===== src/rtl/multicycle_control_unit_if.sv =====
// Control bus between the multicycle sequencer and the 16-bit RISC datapath.
// master: the sequencer (drives datapath controls, receives opcode/handshakes).
// slave : the datapath side (drives run/opcode/mem_ready, receives controls).
interface multicycle_control_unit_if;
   logic       run;
   logic [3:0] opcode;
   logic       mem_ready;

   logic       reg_dst;
   logic       reg_write;
   logic       alu_src;
   logic       jump;
   logic       beq;
   logic       bne;
   logic       mem_write;
   logic       mem_read;
   logic       mem_to_reg;
   logic [1:0] alu_op;
   logic       pc_write;
   logic       ir_write;
   logic [2:0] state;
   logic       halted;
   logic       bus_err;

   modport master (
      input  run, opcode, mem_ready,
      output reg_dst, reg_write, alu_src, jump, beq, bne, mem_write, mem_read,
             mem_to_reg, alu_op, pc_write, ir_write, state, halted, bus_err
   );

   modport slave (
      output run, opcode, mem_ready,
      input  reg_dst, reg_write, alu_src, jump, beq, bne, mem_write, mem_read,
             mem_to_reg, alu_op, pc_write, ir_write, state, halted, bus_err
   );
endinterface


===== src/rtl/multicycle_control_unit.sv =====
// Multi-cycle sequencer for the 16-bit RISC datapath.
// Steps each instruction through FETCH/DECODE/EXECUTE/MEM/WB, stalls on the
// data-memory ready handshake and halts on HALT or on a memory timeout.
// Optional feature macro: PERF_CNT_EN adds a saturating retired-instruction
// counter (port retired, width CNT_W).
module multicycle_control_unit #(
   parameter int MEM_WAIT_LIMIT = 15
`ifdef PERF_CNT_EN
   , parameter int CNT_W = 16
`endif
) (
   input  logic                       clk,
   input  logic                       rst_n,
   multicycle_control_unit_if.master  bus
`ifdef PERF_CNT_EN
   , output logic [CNT_W-1:0]         retired
`endif
);

   typedef enum logic [2:0] {
      IDLE    = 3'd0,
      FETCH   = 3'd1,
      DECODE  = 3'd2,
      EXECUTE = 3'd3,
      MEM     = 3'd4,
      WB      = 3'd5,
      HALT    = 3'd6
   } state_t;

   localparam logic [3:0] OP_LW   = 4'b0000;
   localparam logic [3:0] OP_SW   = 4'b0001;
   localparam logic [3:0] OP_ADDI = 4'b1010;
   localparam logic [3:0] OP_BEQ  = 4'b1011;
   localparam logic [3:0] OP_BNE  = 4'b1100;
   localparam logic [3:0] OP_JMP  = 4'b1101;
   localparam logic [3:0] OP_NOP  = 4'b1110;
   localparam logic [3:0] OP_HALT = 4'b1111;

   // Last permitted not-ready MEM cycle, as a wait-counter value.
   localparam logic [7:0] WAIT_LAST = 8'(MEM_WAIT_LIMIT - 1);

   state_t     state, next_state;
   logic [7:0] wait_cnt;
   logic       bus_err;
   logic       is_rtype;

   assign is_rtype = (bus.opcode >= 4'b0010) && (bus.opcode <= 4'b1001);

   // State register; async reset returns to IDLE so every decoded output drops at once.
   always_ff @(posedge clk or negedge rst_n) begin
      if (!rst_n) state <= IDLE;
      else        state <= next_state;
   end

   // MEM wait counter: counts consecutive not-ready MEM cycles, zero elsewhere.
   always_ff @(posedge clk or negedge rst_n) begin
      if (!rst_n)                                wait_cnt <= '0;
      else if (state == MEM && !bus.mem_ready)   wait_cnt <= wait_cnt + 8'd1;
      else                                       wait_cnt <= '0;
   end

   // Sticky bus error, set only by the MEM timeout transition into HALT.
   always_ff @(posedge clk or negedge rst_n) begin
      if (!rst_n)                                 bus_err <= 1'b0;
      else if (state == MEM && next_state == HALT) bus_err <= 1'b1;
   end

   // Next-state and control decode from state plus opcode (SW completion also sees mem_ready).
   always_comb begin
      next_state     = state;
      bus.reg_dst    = 1'b0;
      bus.reg_write  = 1'b0;
      bus.alu_src    = 1'b0;
      bus.jump       = 1'b0;
      bus.beq        = 1'b0;
      bus.bne        = 1'b0;
      bus.mem_write  = 1'b0;
      bus.mem_read   = 1'b0;
      bus.mem_to_reg = 1'b0;
      bus.alu_op     = 2'b00;
      bus.pc_write   = 1'b0;
      bus.ir_write   = 1'b0;
      case (state)
         IDLE: begin
            if (bus.run) next_state = FETCH;
         end
         FETCH: begin
            bus.ir_write = 1'b1;
            next_state   = DECODE;
         end
         DECODE: begin
            if (bus.opcode == OP_HALT) begin
               next_state = HALT;
            end else if (bus.opcode == OP_NOP) begin
               bus.pc_write = 1'b1;
               next_state   = FETCH;
            end else begin
               next_state = EXECUTE;
            end
         end
         EXECUTE: begin
            if (is_rtype) begin
               bus.alu_op = 2'b10;
               next_state = WB;
            end else if (bus.opcode == OP_ADDI) begin
               bus.alu_op  = 2'b11;
               bus.alu_src = 1'b1;
               next_state  = WB;
            end else if (bus.opcode == OP_LW || bus.opcode == OP_SW) begin
               bus.alu_src = 1'b1;
               next_state  = MEM;
            end else if (bus.opcode == OP_BEQ) begin
               bus.beq      = 1'b1;
               bus.alu_op   = 2'b01;
               bus.pc_write = 1'b1;
               next_state   = FETCH;
            end else if (bus.opcode == OP_BNE) begin
               bus.bne      = 1'b1;
               bus.alu_op   = 2'b01;
               bus.pc_write = 1'b1;
               next_state   = FETCH;
            end else begin
               bus.jump     = (bus.opcode == OP_JMP);
               bus.pc_write = 1'b1;
               next_state   = FETCH;
            end
         end
         MEM: begin
            bus.alu_src = 1'b1;
            if (bus.opcode == OP_LW) bus.mem_read  = 1'b1;
            else                     bus.mem_write = 1'b1;
            if (bus.mem_ready) begin
               if (bus.opcode == OP_LW) begin
                  next_state = WB;
               end else begin
                  bus.pc_write = 1'b1;
                  next_state   = FETCH;
               end
            end else if (wait_cnt == WAIT_LAST) begin
               next_state = HALT;
            end
         end
         WB: begin
            bus.reg_write = 1'b1;
            bus.pc_write  = 1'b1;
            next_state    = FETCH;
            if (is_rtype) begin
               bus.reg_dst = 1'b1;
               bus.alu_op  = 2'b10;
            end else if (bus.opcode == OP_ADDI) begin
               bus.alu_src = 1'b1;
               bus.alu_op  = 2'b11;
            end else begin
               bus.mem_read   = 1'b1;
               bus.mem_to_reg = 1'b1;
               bus.alu_src    = 1'b1;
            end
         end
         HALT: begin
            next_state = HALT;
         end
         default: begin
            next_state = IDLE;
         end
      endcase
   end

   assign bus.state   = state;
   assign bus.halted  = (state == HALT);
   assign bus.bus_err = bus_err;

`ifdef PERF_CNT_EN
   // Retired-instruction counter: one per pc_write cycle, saturating at all-ones.
   always_ff @(posedge clk or negedge rst_n) begin
      if (!rst_n)                               retired <= '0;
      else if (bus.pc_write && retired != '1)   retired <= retired + 1'b1;
   end
`endif

endmodule


===== src/flat_wrapper.sv =====
// flat-port wrapper written by rule: the top's interface ports become plain ports
module multicycle_control_unit_flat 
#(
   parameter int MEM_WAIT_LIMIT = 15

)
  (clk, rst_n, bus_run, bus_opcode, bus_mem_ready, bus_reg_dst, bus_reg_write, bus_alu_src, bus_jump, bus_beq, bus_bne, bus_mem_write, bus_mem_read, bus_mem_to_reg, bus_alu_op, bus_pc_write, bus_ir_write, bus_state, bus_halted, bus_bus_err);
  multicycle_control_unit_if bus_i ();
  input  logic clk;
  input  logic rst_n;
  input wire logic [$bits(bus_i.run)-1:0] bus_run;
  input wire logic [$bits(bus_i.opcode)-1:0] bus_opcode;
  input wire logic [$bits(bus_i.mem_ready)-1:0] bus_mem_ready;
  output wire logic [$bits(bus_i.reg_dst)-1:0] bus_reg_dst;
  output wire logic [$bits(bus_i.reg_write)-1:0] bus_reg_write;
  output wire logic [$bits(bus_i.alu_src)-1:0] bus_alu_src;
  output wire logic [$bits(bus_i.jump)-1:0] bus_jump;
  output wire logic [$bits(bus_i.beq)-1:0] bus_beq;
  output wire logic [$bits(bus_i.bne)-1:0] bus_bne;
  output wire logic [$bits(bus_i.mem_write)-1:0] bus_mem_write;
  output wire logic [$bits(bus_i.mem_read)-1:0] bus_mem_read;
  output wire logic [$bits(bus_i.mem_to_reg)-1:0] bus_mem_to_reg;
  output wire logic [$bits(bus_i.alu_op)-1:0] bus_alu_op;
  output wire logic [$bits(bus_i.pc_write)-1:0] bus_pc_write;
  output wire logic [$bits(bus_i.ir_write)-1:0] bus_ir_write;
  output wire logic [$bits(bus_i.state)-1:0] bus_state;
  output wire logic [$bits(bus_i.halted)-1:0] bus_halted;
  output wire logic [$bits(bus_i.bus_err)-1:0] bus_bus_err;
  assign bus_i.run = bus_run;
  assign bus_i.opcode = bus_opcode;
  assign bus_i.mem_ready = bus_mem_ready;
  assign bus_reg_dst = bus_i.reg_dst;
  assign bus_reg_write = bus_i.reg_write;
  assign bus_alu_src = bus_i.alu_src;
  assign bus_jump = bus_i.jump;
  assign bus_beq = bus_i.beq;
  assign bus_bne = bus_i.bne;
  assign bus_mem_write = bus_i.mem_write;
  assign bus_mem_read = bus_i.mem_read;
  assign bus_mem_to_reg = bus_i.mem_to_reg;
  assign bus_alu_op = bus_i.alu_op;
  assign bus_pc_write = bus_i.pc_write;
  assign bus_ir_write = bus_i.ir_write;
  assign bus_state = bus_i.state;
  assign bus_halted = bus_i.halted;
  assign bus_bus_err = bus_i.bus_err;
  multicycle_control_unit #(.MEM_WAIT_LIMIT(MEM_WAIT_LIMIT)) u_core (.clk(clk), .rst_n(rst_n), .bus(bus_i));
endmodule

===== config.mk =====
export PLATFORM = sky130hd
export DESIGN_NAME = multicycle_control_unit_flat
export DESIGN_NICKNAME = d
export VERILOG_FILES = /design/src/rtl/multicycle_control_unit_if.sv /design/src/rtl/multicycle_control_unit.sv /design/src/flat_wrapper.sv
export SDC_FILE = /design/constraint.sdc
export NUM_CORES = 1
export LEC_CHECK = 0
export CAP_MARGIN = 30
export CORE_MARGIN = 5
export CORE_UTILIZATION = 42
export DETAILED_ROUTE_END_ITERATION = 6
export GPL_ROUTABILITY_DRIVEN = 0
export PLACE_DENSITY = 0.75
export SKIP_CTS_REPAIR_TIMING = 1
export SLEW_MARGIN = 20
export SYNTH_ARGS = -nofsm -noshare
export SYNTH_HDL_FRONTEND = slang
export SYNTH_SLANG_ARGS = --single-unit

===== constraint.sdc =====
create_clock -name clk -period 1.6 [get_ports clk]
set_clock_uncertainty 0.1 [all_clocks]
set_input_delay 0.16 -clock clk [delete_from_list [all_inputs] [get_ports clk]]
set_output_delay 0.16 -clock clk [all_outputs]
set_load 0.01 [all_outputs]

==> metrics.txt <==
Clock Latency Late Sink 0.28 ns; CTS max path bufs 2; vias per inst 5.84; crit path cell chain nand3b_1 -> buf_4 -> a222oi_1 -> buf_2; DR iter-0 viols 43; Worst Path Max Fanout 3; Slowest cell on crit path dfrtp_2; crit end category output port; Setup WS pre-CTS -0.632 ns; setup repair after global routing missed its margin yes; Final #Nets 185; max incr delay on CP 0.43 ns; Max-slew headroom 63.5%; CTS buffer count 3; # IOs 26; CP delay by family, top flip-flops; first-pass GRT wire length 4840 um; failing checks setup timing; gr usage total 18.7%; Core Rows 16; path category of the worst min-delay check primary input to asynchronous set/reset pin; total negative slack -2.45 ns; H-tree Lvls 1; Detailed Place HPWL 2200 um; fin crit share 122%; Synthesized Nets 119; setup violators final 14; die height 56.4 um; Period minus WS final 1.95 ns; Initial Util 45.1%; I/O Buffers 25; initial antenna violation count 0; CTS tree yes; Post-DRT Antenna Nets 0; CP bufs+invs 2; Critical Path Source Type register; worst r2r src u_core.bus.state[2]; CTS root buffer clkbuf_4; Worst EP required about 1.3 ns; Avg Cell Area, Syn 8.36 um^2; n_diodes 0; Yosys reg bits 12; Vias 1167; CP Class register to output port; die area ~3200 um^2; setup ws final -0.355 ns; share of cells above drive strength 1 48.6%; die extent in x 56.4 um; worst r2r dst u_core.bus.state[1]; Slew @ Worst Pin 0.546 ns; largest net degree at the start of global routing 13; status finished, violations left; R2R Setup Slk -0.05 ns; gr ovfl total 0; maxcap violations 0; final WL 3470 um; Worst EP arrival 1.69 ns; sequential cell area fraction in the yosys report 33.2%; Ys Warns 0; Fin. Hold Viols 0; Area Growth Syn to Fin 75.2%; Worst-path clk slew 0.08 ns; max-slew violations 0; Fin Hold WS 0.132 ns; Core Util, Final 79.1%; fmax between 0.5 and 0.6 GHz; pwr/cell area 407 nW/um^2; core area 2000 um^2; DRC violations left 0; TritonRoute pass-1 iters 4; reg2reg path depth 5; origin of the worst setup path u_core.bus.state[2]; Lkg Pwr 0.774 nW; clock sink total 12; Mapped Cells 108; vias in the first global route 1131; peak supply drop 0.000485 V; WL/cell 17.4 um; distinct cell type count after synthesis 40; Cell Area, Synth 903 um^2
-- sequential cells by signal (all words and copies together), names as in the netlist --
signal	cells
u_core.wait_cnt	8
u_core.bus.state	3
u_core.bus.bus_err	1
-- Yosys cell counts, drive strengths merged --
cell type | number | area (um^2)
nand3 | 5 | 25.0
nand2b | 3 | 18.8
and3 | 2 | 12.5
nor2b | 2 | 12.5
o2111a | 1 | 11.3
a311oi | 1 | 8.76
xor2 | 2 | 17.5
or3 | 4 | 25.0
and2 | 1 | 6.26
nor4b | 1 | 8.76
o21ai | 9 | 45.0
o21bai | 1 | 7.51
nand2 | 5 | 18.8
nor3 | 6 | 30.0
a311o | 1 | 10.0
a21o | 2 | 15.0
or4 | 2 | 22.5
xnor2 | 1 | 8.76
o211ai | 1 | 7.51
o221ai | 1 | 8.76
o32ai | 1 | 8.76
nand3b | 3 | 22.5
clkbuf | 2 | 7.51
inv | 9 | 33.8
nand4 | 1 | 6.26
and2b | 1 | 7.51
and4b | 1 | 10.0
a222oi | 1 | 10.0
buf | 4 | 32.5
a21oi | 8 | 40.0
ha | 3 | 37.5
mux2 | 1 | 11.3
o22ai | 1 | 6.26
a22oi | 1 | 7.51
nor2 | 5 | 18.8
a41o | 1 | 10.0
nor4 | 2 | 12.5
dfrtp | 12 | 300
-- metal layers --
layer  vias up  GRT usage [%]  part of all wire [%]
met5         -              0                     0
met4         0           5.76                   2.3
met1       566           21.3                    38
li1        529              -                     -
met3         8           6.19                   6.9
met2        64           32.7                    52
-- layout make-up --
| cell class | instances | area (um^2) |
|---|---|---|
| Tap cell | 27 | 33.8 |
| Fill cell | 126 | 419 |
| Clock buffer | 4 | 36.3 |
| Multi-Input combinational cell | 82 | 624 |
| Inverter | 9 | 41.3 |
| Sequential cell | 12 | 303 |
| Timing Repair Buffer | 66 | 544 |
-- kinds of logic after synthesis --
kind of cell    synth area share, %
buf+inv                        8.17
flops                          33.2
compound gates                 21.7
mux                            1.25
simple gates                   28.5
xor+xnor                       2.91
fa+ha+maj                      4.16
-- per-stage QoR --
stage / power (W) / instance area [um^2] / cells
after floorplan: 0.000345 / 912 / 108
after global placement: 0.000397 / 1390 / 185
after detailed placement: 0.000400 / 1390 / 185
after CTS: 0.000637 / 1430 / 189
after global routing: 0.000668 / 1580 / 200
final: 0.000645 / 1580 / 200
-- where the power goes --
part / leakage, nW / internal [W] / switching [W]
logic: 0.598 / 0.0000484 / 0.0000487
clock network: 0.0210 / 0.000138 / 0.000104
registers: 0.154 / 0.000304 / 0.000000666
total: 0.774 / 0.000491 / 0.000154
-- worst max path at each step --
stage / to / slack [ns] / cells after the start
CTS: bus_alu_op[0] / -0.70 / 5
global route: bus_alu_op[0] / -0.40 / 6
finish: bus_alu_src / -0.35 / 4
floorplan: u_core.bus.state[1] / 0.02 / 4
global placement: bus_alu_src / -0.59 / 5
detailed placement: bus_mem_read / -0.63 / 5
-- placed cells by master, fill, tap and decap left out, types with 2 or more instances in the layout --
cell type / synthesis / routed
a21o_1: 2 / 2
a21oi_1: 8 / 5
a21oi_2: 0 / 3
buf_2: 2 / 8
buf_4: 0 / 36
buf_6: 2 / 7
clkbuf_2: 0 / 3
clkbuf_4: 0 / 3
clkdlybuf4s50_1: 0 / 4
dfrtp_1: 12 / 10
dfrtp_2: 0 / 2
dlymetal6s2s_1: 0 / 8
ha_1: 3 / 2
inv_1: 8 / 6
nand2_1: 5 / 4
nand2b_1: 3 / 3
nand3_1: 5 / 4
nand3b_1: 3 / 3
nor2_1: 5 / 3
nor2_2: 0 / 2
nor3_1: 6 / 5
nor4_2: 0 / 2
o21ai_0: 9 / 8
or3_1: 4 / 3
or4_4: 2 / 3
xor2_1: 2 / 2
Power figures use the tool's default switching activity.
